===== src/rtl/idu_pkg.sv =====
// Shared constants for the instruction-decode stage: format codes, RV32I/RV64I
// base opcodes, width defaults and the legal load-latency window.
package idu_pkg;

    localparam int XLEN_DEFAULT           = 32;
    localparam int XREG_ADDRWIDTH_DEFAULT = 5;
    localparam int LOAD_LATENCY_DEFAULT   = 1;
    localparam int LOAD_LATENCY_MIN       = 1;
    localparam int LOAD_LATENCY_MAX       = 3;

    localparam logic [31:0] ZERO_32BIT = 32'h0000_0000;

    typedef enum logic [2:0] {
        IT_U   = 3'd0,
        IT_J   = 3'd1,
        IT_I   = 3'd2,
        IT_S   = 3'd3,
        IT_R   = 3'd4,
        IT_B   = 3'd5,
        IT_ERR = 3'd7
    } it_type_e;

    localparam logic [6:0] OPC_LUI    = 7'b0110111;
    localparam logic [6:0] OPC_AUIPC  = 7'b0010111;
    localparam logic [6:0] OPC_JAL    = 7'b1101111;
    localparam logic [6:0] OPC_JALR   = 7'b1100111;
    localparam logic [6:0] OPC_BRANCH = 7'b1100011;
    localparam logic [6:0] OPC_LOAD   = 7'b0000011;
    localparam logic [6:0] OPC_STORE  = 7'b0100011;
    localparam logic [6:0] OPC_OP_IMM = 7'b0010011;
    localparam logic [6:0] OPC_OP     = 7'b0110011;

    function automatic bit load_latency_ok(input int lat);
        return (lat >= LOAD_LATENCY_MIN) && (lat <= LOAD_LATENCY_MAX);
    endfunction

endpackage


===== src/rtl/idu_decode.sv =====
// Pure combinational decode of one 32-bit instruction into register fields,
// enables, format code, sign-extended immediate and an illegal-opcode flag.
module idu_decode
    import idu_pkg::*;
#(
    parameter int XLEN           = XLEN_DEFAULT,
    parameter int XREG_ADDRWIDTH = XREG_ADDRWIDTH_DEFAULT
) (
    input  logic [31:0]               instruction_i,
    output logic                      rs1_en_o,
    output logic                      rs2_en_o,
    output logic                      rd_en_o,
    output logic [XREG_ADDRWIDTH-1:0] dec_rs1_o,
    output logic [XREG_ADDRWIDTH-1:0] dec_rs2_o,
    output logic [XREG_ADDRWIDTH-1:0] dec_rd_o,
    output logic [6:0]                opcode_o,
    output logic [2:0]                func3_o,
    output logic [6:0]                func7_o,
    output logic [2:0]                it_type_o,
    output logic [XLEN-1:0]           imm_num_o,
    output logic                      illegal_o
);

    logic [31:0] inst;
    it_type_e    it_e;
    logic [31:0] imm32;

    assign inst = instruction_i;

    always_comb begin
        it_e = IT_ERR;
        case (inst[6:0])
            OPC_LUI, OPC_AUIPC:             it_e = IT_U;
            OPC_JAL:                        it_e = IT_J;
            OPC_JALR, OPC_LOAD, OPC_OP_IMM: it_e = IT_I;
            OPC_STORE:                      it_e = IT_S;
            OPC_OP:                         it_e = IT_R;
            OPC_BRANCH:                     it_e = IT_B;
            default:                        it_e = IT_ERR;
        endcase
    end

    // Every format is built to 32 bits first so a single sign extension covers XLEN=64.
    always_comb begin
        imm32 = ZERO_32BIT;
        case (it_e)
            IT_I:    imm32 = {{20{inst[31]}}, inst[31:20]};
            IT_S:    imm32 = {{20{inst[31]}}, inst[31:25], inst[11:7]};
            IT_B:    imm32 = {{19{inst[31]}}, inst[31], inst[7], inst[30:25], inst[11:8], 1'b0};
            IT_U:    imm32 = {inst[31:12], 12'b0};
            IT_J:    imm32 = {{11{inst[31]}}, inst[31], inst[19:12], inst[20], inst[30:21], 1'b0};
            default: imm32 = ZERO_32BIT;
        endcase
    end

    assign imm_num_o = XLEN'($signed(imm32));

    assign rs1_en_o  = (it_e == IT_B) || (it_e == IT_R) || (it_e == IT_S) || (it_e == IT_I);
    assign rs2_en_o  = (it_e == IT_S) || (it_e == IT_R) || (it_e == IT_B);
    assign rd_en_o   = ((it_e == IT_U) || (it_e == IT_R) || (it_e == IT_J) || (it_e == IT_I))
                       && (inst[11:7] != 5'd0);
    assign illegal_o = (it_e == IT_ERR);

    assign dec_rs1_o = XREG_ADDRWIDTH'(inst[19:15]);
    assign dec_rs2_o = XREG_ADDRWIDTH'(inst[24:20]);
    assign dec_rd_o  = XREG_ADDRWIDTH'(inst[11:7]);
    assign opcode_o  = inst[6:0];
    assign func3_o   = inst[14:12];
    assign func7_o   = inst[31:25];
    assign it_type_o = it_e;

endmodule


===== src/rtl/idu_pipe.sv =====
// Registered decode stage between fetch and EX: output register, valid/ready
// handshake, load-use hazard detection with a configurable bubble count, flush.
module idu_pipe
    import idu_pkg::*;
#(
    parameter int XLEN           = XLEN_DEFAULT,
    parameter int XREG_ADDRWIDTH = XREG_ADDRWIDTH_DEFAULT,
    parameter int LOAD_LATENCY   = LOAD_LATENCY_DEFAULT
) (
    input  logic                      clk_i,
    input  logic                      rst_i,
    input  logic                      flush_i,
    input  logic                      if_valid_i,
    output logic                      if_ready_o,
    input  logic [31:0]               instruction_i,
    input  logic [XLEN-1:0]           pc_in_i,
    input  logic                      ex_ready_i,
    output logic                      id_valid_o,
    output logic                      rs1_en_o,
    output logic                      rs2_en_o,
    output logic                      rd_en_o,
    output logic [XREG_ADDRWIDTH-1:0] dec_rs1_o,
    output logic [XREG_ADDRWIDTH-1:0] dec_rs2_o,
    output logic [XREG_ADDRWIDTH-1:0] dec_rd_o,
    output logic [6:0]                opcode_o,
    output logic [2:0]                func3_o,
    output logic [6:0]                func7_o,
    output logic [2:0]                it_type_o,
    output logic [XLEN-1:0]           imm_num_o,
    output logic                      illegal_o,
    output logic [XLEN-1:0]           pc_out_o,
    output logic [1:0]                load_cnt_o,
    output logic [XREG_ADDRWIDTH-1:0] load_rd_o
);

    if (!load_latency_ok(LOAD_LATENCY)) begin : g_bad_load_latency
        $error("idu_pipe: LOAD_LATENCY must lie in 1..3");
    end

    localparam logic [1:0] LOAD_CNT_INIT = 2'(LOAD_LATENCY - 1);

    typedef struct packed {
        logic                      rs1_en;
        logic                      rs2_en;
        logic                      rd_en;
        logic [XREG_ADDRWIDTH-1:0] rs1;
        logic [XREG_ADDRWIDTH-1:0] rs2;
        logic [XREG_ADDRWIDTH-1:0] rd;
        logic [6:0]                opcode;
        logic [2:0]                func3;
        logic [6:0]                func7;
        logic [2:0]                it_type;
        logic [XLEN-1:0]           imm;
        logic                      illegal;
        logic [XLEN-1:0]           pc;
    } id_fields_t;

    id_fields_t                fields_d, fields_q;
    logic                      id_valid_q;
    logic [XREG_ADDRWIDTH-1:0] load_rd_q;
    logic [1:0]                load_cnt_q;
    logic                      held_load, reg_haz, cnt_haz, if_ready, accept;

    idu_decode #(
        .XLEN           (XLEN),
        .XREG_ADDRWIDTH (XREG_ADDRWIDTH)
    ) u_decode (
        .instruction_i (instruction_i),
        .rs1_en_o      (fields_d.rs1_en),
        .rs2_en_o      (fields_d.rs2_en),
        .rd_en_o       (fields_d.rd_en),
        .dec_rs1_o     (fields_d.rs1),
        .dec_rs2_o     (fields_d.rs2),
        .dec_rd_o      (fields_d.rd),
        .opcode_o      (fields_d.opcode),
        .func3_o       (fields_d.func3),
        .func7_o       (fields_d.func7),
        .it_type_o     (fields_d.it_type),
        .imm_num_o     (fields_d.imm),
        .illegal_o     (fields_d.illegal)
    );
    assign fields_d.pc = pc_in_i;

    function automatic logic rs_hits(input id_fields_t f, input logic [XREG_ADDRWIDTH-1:0] tgt);
        return (f.rs1_en && (f.rs1 != '0) && (f.rs1 == tgt))
            || (f.rs2_en && (f.rs2 != '0) && (f.rs2 == tgt));
    endfunction

    assign held_load = id_valid_q && (fields_q.opcode == OPC_LOAD) && (fields_q.rd != '0);
    assign reg_haz   = held_load && rs_hits(fields_d, fields_q.rd);
    assign cnt_haz   = (load_cnt_q != 2'd0) && rs_hits(fields_d, load_rd_q);

    // Handshake: a transfer happens on a rising edge where if_valid_i and if_ready_o are
    // both high; if_ready_o never depends on if_valid_i. EX takes the output register on
    // any edge with ex_ready_i high, and id_valid_o low in that cycle is a bubble.
    assign if_ready = (!id_valid_q || ex_ready_i) && !reg_haz && !cnt_haz && !flush_i && !rst_i;
    assign accept   = if_valid_i && if_ready;

    always_ff @(posedge clk_i) begin
        if (rst_i) begin
            id_valid_q <= 1'b0;
            fields_q   <= '0;
            load_rd_q  <= '0;
            load_cnt_q <= 2'd0;
        end else begin
            if (flush_i) begin
                id_valid_q <= 1'b0;
            end else if (accept) begin
                id_valid_q <= 1'b1;
                fields_q   <= fields_d;
            end else if (ex_ready_i) begin
                id_valid_q <= 1'b0;
            end

            // Counter ticks only on ex_ready so a stalled EX never eats a required bubble.
            if (flush_i) begin
                load_cnt_q <= 2'd0;
            end else if (held_load && ex_ready_i) begin
                load_rd_q  <= fields_q.rd;
                load_cnt_q <= LOAD_CNT_INIT;
            end else if ((load_cnt_q != 2'd0) && ex_ready_i) begin
                load_cnt_q <= load_cnt_q - 2'd1;
            end
        end
    end

    assign if_ready_o = if_ready;
    assign id_valid_o = id_valid_q;
    assign rs1_en_o   = fields_q.rs1_en;
    assign rs2_en_o   = fields_q.rs2_en;
    assign rd_en_o    = fields_q.rd_en;
    assign dec_rs1_o  = fields_q.rs1;
    assign dec_rs2_o  = fields_q.rs2;
    assign dec_rd_o   = fields_q.rd;
    assign opcode_o   = fields_q.opcode;
    assign func3_o    = fields_q.func3;
    assign func7_o    = fields_q.func7;
    assign it_type_o  = fields_q.it_type;
    assign imm_num_o  = fields_q.imm;
    assign illegal_o  = fields_q.illegal;
    assign pc_out_o   = fields_q.pc;
    assign load_cnt_o = load_cnt_q;
    assign load_rd_o  = load_rd_q;

endmodule


===== config.mk =====
export PLATFORM = sky130hd
export DESIGN_NAME = idu_pipe
export DESIGN_NICKNAME = d
export VERILOG_FILES = /design/src/rtl/idu_pkg.sv /design/src/rtl/idu_decode.sv /design/src/rtl/idu_pipe.sv
export SDC_FILE = /design/constraint.sdc
export NUM_CORES = 1
export LEC_CHECK = 0
export BUFFER_PORTS_ARGS = -buffer_cell sky130_fd_sc_hd__buf_2
export CAP_MARGIN = 10
export CORE_UTILIZATION = 56
export DETAILED_ROUTE_END_ITERATION = 6
export PLACE_DENSITY = 0.86
export SLEW_MARGIN = 20
export SYNTH_ARGS = -nofsm -noshare
export SYNTH_HDL_FRONTEND = slang
export SYNTH_HIERARCHICAL = 1
export SYNTH_SLANG_ARGS = --single-unit

===== constraint.sdc =====
create_clock -name clk_i -period 8 [get_ports clk_i]
set_input_delay 1.6 -clock clk_i [delete_from_list [all_inputs] [get_ports clk_i]]
set_output_delay 1.6 -clock clk_i [all_outputs]
set_load 0.01 [all_outputs]

== Word-level counts from Yosys, hierarchy flattened ==
Index checks and enable logic that the tools add are counted.

* Flip-flop bits (word level): 111
* Bits of input ports: 69
* Output and inout port bits: 112

* $add $sub $neg: 1
* Equality and inequality tests: 20
* Muxes and demuxes: 4
* Bitwise gates (word level): 1
* Reductions and logical operators: 47

{| class="wikitable"
|+ Operators by type and width
! kind !! count
|-
| one-hot mux 32 bit (5 select lines) || 1
|-
| equality test 7 x 6 -> 1 bit (second input constant) || 3
|-
| equality test 7 bit (second input constant) || 3
|-
| equality test 5 bit || 4
|-
| nonzero test 5 bit || 4
|-
| logical AND 1 bit || 18
|-
| one-hot mux 3 bit (6 select lines) || 1
|-
| equality test 7 x 2 -> 1 bit (second input constant) || 2
|-
| equality test 7 x 5 -> 1 bit (second input constant) || 2
|-
| logical OR 1 bit || 11
|-
| equality test 3 bit (second input constant) || 3
|-
| equality test 3 x 2 -> 1 bit (second input constant) || 2
|-
| OR reduction 3 bit || 2
|-
| zero test 1 bit || 5
|-
| AND reduction 2 bit || 2
|-
| nonzero test 2 bit || 2
|-
| OR reduction 2 bit || 2
|-
| equality test 3 x 1 -> 1 bit (second input constant) || 1
|-
| zero test 3 bit || 1
|-
| 2-to-1 mux 1 bit || 2
|-
| subtractor 2 x 1 -> 2 bit (second input constant) || 1
|-
| inverter 1 bit || 1
|}

== Depth between registers and ports, before layout ==
Gate-level depths: netlist (run 1).

* Depth after elaboration: 18
* Depth in mapped cells: 15
* Gate-level depth less buffers: 12

== By module ==
The synthesis (run 1) kept the hierarchy.

{| class="wikitable"
|+ By module, submodules not included
! module !! instances !! cells each !! area each (um2) !! sequential area each (um2)
|-
| idu_pipe || 1 || 413 || 4909.7 || 2222.1
|-
| idu_decode || 1 || 134 || 973.4 || 0.0
|}

== Worst setup path before layout (run 1) ==
OpenSTA, ideal clock, no wires.

* Path type: input to output
* Start point: input instruction_i[2]
* End point: output if_ready_o
* Arrival: 3.753 ns
* Required time: 6.400 ns
* Setup slack: 2.647 ns
* Stages: 13
* Cell sequence: buf_6 > and4b_4 > o21a_4 > inv_1 > ha_1 > o21a_4 > o21ai_0 > a21oi_1 > nand2b_1 > nor4_1 > a22oi_1 > and3_1 > and3_1

{| class="wikitable"
|+ RTL lines
! what !! RTL line !! text
|-
| start, declared || idu_pipe.sv:15 || <nowiki>input logic [31:0] instruction_i,</nowiki>
|-
| end, declared || idu_pipe.sv:14 || <nowiki>output logic if_ready_o,</nowiki>
|}

==> results of run 1 <==
==> cell usage after synthesis, drive strengths merged <==
library cell    n
o22ai           8
nor4bb          1
clkbuf         15
nor2           13
mux2i           7
and4b           2
a21oi           9
o311a           1
nor2b         107
nand2           7
buf            45
nand4           2
a211oi          4
dfxtp         111
xor2           21
nand3b          3
or4             1
nor3            5
o21ai           7
or2b            1
nand4b          1
o21a            3
o211a           1
o311ai          1
a221oi          2
nand2b          5
a31o            1
o211ai          1
mux2          101
o221ai          1
a22oi           1
nand3           6
nor4            4
inv            17
nor4b           3
a22o            4
ha              2
a21boi          4
or3             1
and3b           2
a21o           11
and3            5
==> power by group through the flow <==
stage / clock [mW] / sequential, mW / combinational (mW)
3_3_place_gp: 0 / 0.598 / 0.153
5_1_grt: 0.351 / 0.589 / 0.169
4_1_cts: 0.327 / 0.586 / 0.158
6_report: 0.315 / 0.586 / 0.157
2_1_floorplan: 0 / 0.608 / 0.102
3_5_place_dp: 0 / 0.599 / 0.157
==> metal layers <==
layer  vias up  global-route usage  share of wire
met2       222               0.432           0.48
met1      2076               0.307           0.43
met4         0              0.0980          0.026
met3        33              0.0520          0.068
met5         -                   0              0
li1       2105                   -              -
==> cell families after synthesis <==
logic type,share of synthesized area
adders and majority gates,0.00425
AOI/OAI and AO/OA,0.0787
buffers and inverters,0.0844
muxes,0.244
xor gates and xnor gates,0.0313
and+or+nand+nor,0.180
DFF,0.378
==> worst max-delay path by stage <==
stage / start / endpoint / slack (ns) / cells past startpoint
detailed placement: instruction_i[4] / if_ready_o / 2.06 / 14
global route: instruction_i[4] / if_ready_o / 1.77 / 14
finish: instruction_i[4] / if_ready_o / 1.95 / 14
CTS: instruction_i[4] / if_ready_o / 2.04 / 14
floorplan: instruction_i[2] / if_ready_o / 2.65 / 13
global placement: instruction_i[4] / if_ready_o / 2.22 / 14
==> sequential cells by signal, indices dropped and copies added (netlist names) <==
signal      count
rs2_en_o        1
func3_o         3
load_rd_o       5
rs1_en_o        1
dec_rd_o        5
imm_num_o      32
opcode_o        7
rd_en_o         1
dec_rs1_o       5
illegal_o       1
it_type_o       3
id_valid_o      1
pc_out_o       32
func7_o         7
dec_rs2_o       5
load_cnt_o      2
==> worst max-delay path, stage by stage <==
cell,delay (ns)
buf_2,0.19
and4b_4,0.24
o21a_4,0.23
inv_1,0.13
ha_1,0.35
o21a_4,0.22
o21ai_0,0.10
a21oi_1,0.30
nand2b_1,0.12
nor4_1,0.30
a22oi_1,0.15
and3_1,0.20
and3_1,0.18
buf_2,0.14
==> cell type report <==
cell class	count	area [um2]
Inverter	17	63.8
Multi-Input combinational cell	359	3170
Timing Repair Buffer	183	926
Antenna cell	1	2.50
Clock inverter	5	40.0
Sequential cell	111	2220
Tap cell	136	170
Clock buffer	11	141
Fill cell	850	3490
==> metrics.txt, run 1 <==
status=finished clean; # rows=37; sequential area share after synthesis=0.378; synth top area cells=dfxtp_1 38%, mux2_4 15%, nor2b_1 11%; RSZ-0062 raised after global routing=no; # setup viols final=0; initial core utilization=0.575; CTS Buf Count=9; HP Class=reg -> reg; vias in the first global route=4,325; most frequent cells in the layout=179 x buf_2, 111 x dfxtp_1, 107 x nor2b_1, 60 x mux2_4, 41 x mux2_2; die area=10,900 um2; final wirelength=13.7 mm; Area Growth Syn to Fin=14.5%; Crit path arrival time=4.45 ns; initial antenna violation count=1; area post-placement=6550 um2; Tmin final=6.05 ns; leading area contributor after synthesis=dfxtp_1; PD cells=157 nW/um2; synthesized area=5880 um2; ANT nets after route=0; final HPWL from detailed placement=9.97 mm; hold path cells=2; Comb power frac=0.149; synth unique cells=50; total track usage=0.252; Place WS=2.06 ns; synthesis warning total=6; reg-to-reg slack, setup=5.10 ns; Worst slew margin=0.385; Highest Clock Rate=165 MHz; CTS sink cnt=111; critical path launch point type=input port; top-area cell type share of the netlist area=0.378; total power=1.06 mW; largest net degree at the start of global routing=92; Core Util, Final=0.659; Layout Nets=752; H-tree Lvls=3; DRT iter0 DRCs=289; cts hold-fix bufs=0; Crit Reg-Reg Startpoint=load_cnt_o[0]; Worst Hold Launch=dec_rs1_o[3]; I/O pins=181; cell-internal power=0.778 mW; WL/cell=16.7 um; measured slew at the worst slew-check pin=0.922 ns; WHS=0.488 ns; max-cap violation count=0; Vias per Instance=5.39; period utilisation layout=0.757; synthesized instance count=547; Switch Pwr=0.280 mW; core area=10,200 um2; Reg2Reg Depth=8; post-CTS setup buffers=0; critical path capture point type=output port; setup ws final=1.95 ns; P_leak=3.54 nW; reg-to-reg endpoint=dec_rd_o[4]; WS Path Type=in -> out; Final Instance Area=6740 um2; Yosys reg bits=111; Inst Count DP=806; Max VDD drop=0.0000956 V; Hold EP=dec_rs1_o[3]; worst skew pair latency=0.37 ns; skew final=0.0161 ns; Critical Path RT=6.40 ns; fin cells=823; Syn Area/Cell=10.8 um2; Max Root-Sink Buffers=2; clock power share=0.297; port bufs=180; Pins Over Slew Limit=0; first-pass GRT wire length=21.9 mm; Remaining Overflow, GRT=0; Die X=104 um; post_cts resized=0; drt pass-1 iters=5; layout cells sized above 1=0.450; vias=4,436; Final Hold Viols=0; Sw Share=0.265; peak fanout along the critical path=10; root buffer cell=clkbuf_8; commonest non-fill, non-tap cell in the layout=buf_2; final RePlAce weighted congestion=0.883; setup TNS=0 ns; Die Span Y=104 um; Seq pwr share=0.554; Clock transition at path regs=0.10 ns; CTS tree=built; Residual DRC=0; Synthesized Nets=618
No activity file was read; power rests on OpenSTA's default activity.
==> run 2, diff against run 1 <==
--- a/config.mk
+++ b/config.mk
@@ -5,11 +5,12 @@
 export SDC_FILE = /design/constraint.sdc
 export NUM_CORES = 1
 export LEC_CHECK = 0
+export ABC_AREA = 1
 export BUFFER_PORTS_ARGS = -buffer_cell sky130_fd_sc_hd__buf_2
 export CAP_MARGIN = 10
-export CORE_UTILIZATION = 56
+export CORE_UTILIZATION = 54
 export DETAILED_ROUTE_END_ITERATION = 6
-export PLACE_DENSITY = 0.86
+export PLACE_DENSITY = 0.81
 export SLEW_MARGIN = 20
 export SYNTH_ARGS = -nofsm -noshare
 export SYNTH_HDL_FRONTEND = slang
==> constraint.sdc (replaced) <==
create_clock -name clk_i -period 5.6 [get_ports clk_i]
set_input_delay 1.12 -clock clk_i [delete_from_list [all_inputs] [get_ports clk_i]]
set_output_delay 1.12 -clock clk_i [all_outputs]
set_load 0.01 [all_outputs]
==> metrics.txt, run 2 <==
# setup viols final=0 (unchanged); Max VDD drop=0.000142 V (was 0.0000956 V); Crit path arrival time=3.61 ns (was 4.45 ns); first-pass GRT wire length=28.1 mm (was 21.9 mm); post_cts resized=0 (unchanged); WL/cell=12.3 um (was 16.7 um); Switch Pwr=0.513 mW (was 0.280 mW); CTS Buf Count=9 (unchanged); Reg2Reg Depth=12 (was 8); cts hold-fix bufs=0 (unchanged); Area Growth Syn to Fin=12.8% (was 14.5%); skew final=0.00664 ns (was 0.0161 ns); highest routed metal layer=met4 (unchanged); Pins Over Slew Limit=0 (unchanged); Clock transition at path regs=0.07 ns (was 0.10 ns); initial antenna violation count=1 (unchanged); root buffer cell=clkbuf_16 (was clkbuf_8); reg-to-reg slack, setup=3.23 ns (was 5.10 ns); Syn Area/Cell=5.98 um2 (was 10.8 um2); Tmin final=4.73 ns; synthesized area=6980 um2 (was 5880 um2); die area=13,400 um2 (was 10,900 um2); Synthesized Nets=1,237 (was 618); critical path launch point type=input port (unchanged); RSZ-0062 raised after global routing=no (unchanged); top-count cell post-synth=inv_1 (was dfxtp_1); Worst Hold Launch=load_cnt_o[1] (was dec_rs1_o[3]); initial core utilization=0.553 (was 0.575); final RePlAce weighted congestion=0.948 (was 0.883); layout cells sized above 1=0.217 (was 0.450); PD cells=226 nW/um2 (was 157 nW/um2); Worst slew margin=0.248 (was 0.385); Remaining Overflow, GRT=0 (unchanged); post-CTS setup buffers=0 (unchanged); Seq pwr share=0.476 (was 0.554); synthesized instance count=1,166 (was 547); most common library cells after synthesis=292 x inv_1, 265 x nand2_1, 139 x nor2_1 (was 111 x dfxtp_1, 107 x nor2b_1, 60 x mux2_4); measured slew at the worst slew-check pin=1.13 ns (was 0.922 ns); final wirelength=17.8 mm (was 13.7 mm); Critical Path RT=4.48 ns (was 6.40 ns); # rows=41 (was 37); leading area contributor after synthesis=dfxtp_1 (unchanged); Die X=116 um (was 104 um); core area=12,600 um2 (was 10,200 um2); Core Util, Final=0.623 (was 0.659); met1 wire length=8.08 mm (was 5.88 mm); Hold EP=load_cnt_o[1] (was dec_rs1_o[3]); hold path cells=2 (unchanged); period utilisation layout=0.844; worst skew pair latency=0.35 ns (was 0.37 ns); wire length on met2=7.95 mm (was 6.58 mm); most frequent cells in the layout=292 x inv_1, 265 x nand2_1, 179 x buf_2, 139 x nor2_1, 111 x dfxtp_1 (was 179 x buf_2, 111 x dfxtp_1, 107 x nor2b_1, 60 x mux2_4, 41 x mux2_2); setup TNS=0 ns (unchanged); status=finished clean (unchanged); vias=6,902 (was 4,436); Yosys reg bits=111 (unchanged); HP Class=reg -> reg (unchanged); Highest Clock Rate=212 MHz; Vias per Instance=4.77 (was 5.39); largest net degree at the start of global routing=104 (was 92); Comb power frac=0.178 (was 0.149); ANT nets after route=0 (unchanged); Residual DRC=0 (unchanged); Layout Nets=1,341 (was 752); synthesis warning total=6 (unchanged); CTS sink cnt=111 (unchanged); P_leak=4.72 nW (was 3.54 nW); cell-internal power=1.27 mW (was 0.778 mW); H-tree Lvls=3 (unchanged); Die Span Y=116 um (was 104 um); CTS tree=built (unchanged); synth top area cells=dfxtp_1 32%, inv_1 16%, nand2_1 14% (was dfxtp_1 38%, mux2_4 15%, nor2b_1 11%); peak fanout along the critical path=12 (was 10); prevailing post-synth register cell=dfxtp_1 (unchanged); met3 WL post-DR=1.43 mm (was 936 um); commonest non-fill, non-tap cell in the layout=inv_1 (was buf_2); drt pass-1 iters=5 (unchanged); DRT iter0 DRCs=617 (was 289); sequential area share after synthesis=0.319 (was 0.378); top-area cell type share of the netlist area=0.319 (was 0.378); vias in the first global route=5,789 (was 4,325); critical path capture point type=output port (unchanged); final HPWL from detailed placement=11.9 mm (was 9.97 mm); clock power share=0.345 (was 0.297); Max Root-Sink Buffers=2 (unchanged); total track usage=0.265 (was 0.252); Crit Reg-Reg Startpoint=load_rd_o[1] (was load_cnt_o[0]); I/O pins=181 (unchanged); Post-synth EDFFs=0 (unchanged); Final Hold Viols=0 (unchanged); port bufs=180 (unchanged); max-cap violation count=0 (unchanged); Sw Share=0.288 (was 0.265); WS Path Type=in -> out (unchanged); synth unique cells=32 (was 50); reg-to-reg endpoint=dec_rs2_o[0] (was dec_rd_o[4]); Synth async-reset ratio=0 (unchanged)
## run 2: critical path, cell delays in order
cell and delay (ns):
buf_2 0.11, inv_1 0.07, nand2_2 0.09, nor2_1 0.16, inv_1 0.06, nor2_1 0.11, nor2_1 0.07, buf_4 0.18
ha_1 0.22, nand3_4 0.14, inv_1 0.07, nor2_1 0.12, inv_1 0.06, o21ai_0 0.24, nand2_1 0.11, nor2_1 0.12
nand2_1 0.06, nand2_1 0.10, nand2_4 0.07, and2_1 0.18, buf_2 0.14
## run 2: cell type report
type                            count  area (um2)
Sequential cell                   111        2220
Antenna cell                        1        2.50
Fill cell                        1241        4750
Timing Repair Buffer              186         961
Clock buffer                       12         256
Multi-Input combinational cell    618        2900
Clock inverter                      3        18.8
Inverter                          344        1290
Tap cell                          172         215
## run 2: power groups by stage
stage	clock, mW	sequential (mW)	combinational [mW]
floorplan	0	0.883	0.208
CTS	0.625	0.847	0.317
detailed placement	0	0.866	0.315
finish	0.614	0.847	0.317
global route	0.659	0.852	0.361
global placement	0	0.864	0.311
## run 2: cell families (layout without fill, tap and decap cells)
kind of cell / count (synthesis) / count (layout) / share of synthesized area
simple gates: 583 / 583 / 0.378
buf+inv: 437 / 545 / 0.269
flops: 111 / 111 / 0.319
compound gates: 23 / 23 / 0.0185
xor+xnor: 10 / 10 / 0.0126
fa+ha+maj: 2 / 2 / 0.00359
other cells: 0 / 1 / 0
## run 2: routing by layer
| layer | GRT usage | vias up |
|---|---|---|
| met1 | 0.349 | 3000 |
| met2 | 0.423 | 279 |
| met3 | 0.0591 | 28 |
| li1 | - | 3595 |
| met5 | 0 | - |
| met4 | 0.102 | 0 |
## run 2: worst max path at each step
stage            endpoint        startpoint  slack (ns)
6_report       if_ready_o  instruction_i[4]        0.87
4_1_cts        if_ready_o  instruction_i[4]        0.92
5_1_grt        if_ready_o  instruction_i[4]        0.66
2_1_floorplan  if_ready_o  instruction_i[4]        1.14
3_5_place_dp   if_ready_o  instruction_i[4]        0.96
3_3_place_gp   if_ready_o  instruction_i[4]        1.12
## run 2: through the flow
step / power (mW) / setup slack, ns / area [um2] / instances / hold slack, ns
floorplan: 1.09 / 1.14 / 6980 / 1166 / 0.493
global placement: 1.17 / 1.12 / 7590 / 1431 / 0.465
detailed placement: 1.18 / 0.957 / 7590 / 1431 / 0.466
CTS: 1.79 / 0.920 / 7870 / 1446 / 0.478
global route: 1.87 / 0.662 / 7870 / 1446 / 0.523
finish: 1.78 / 0.874 / 7870 / 1447 / 0.477
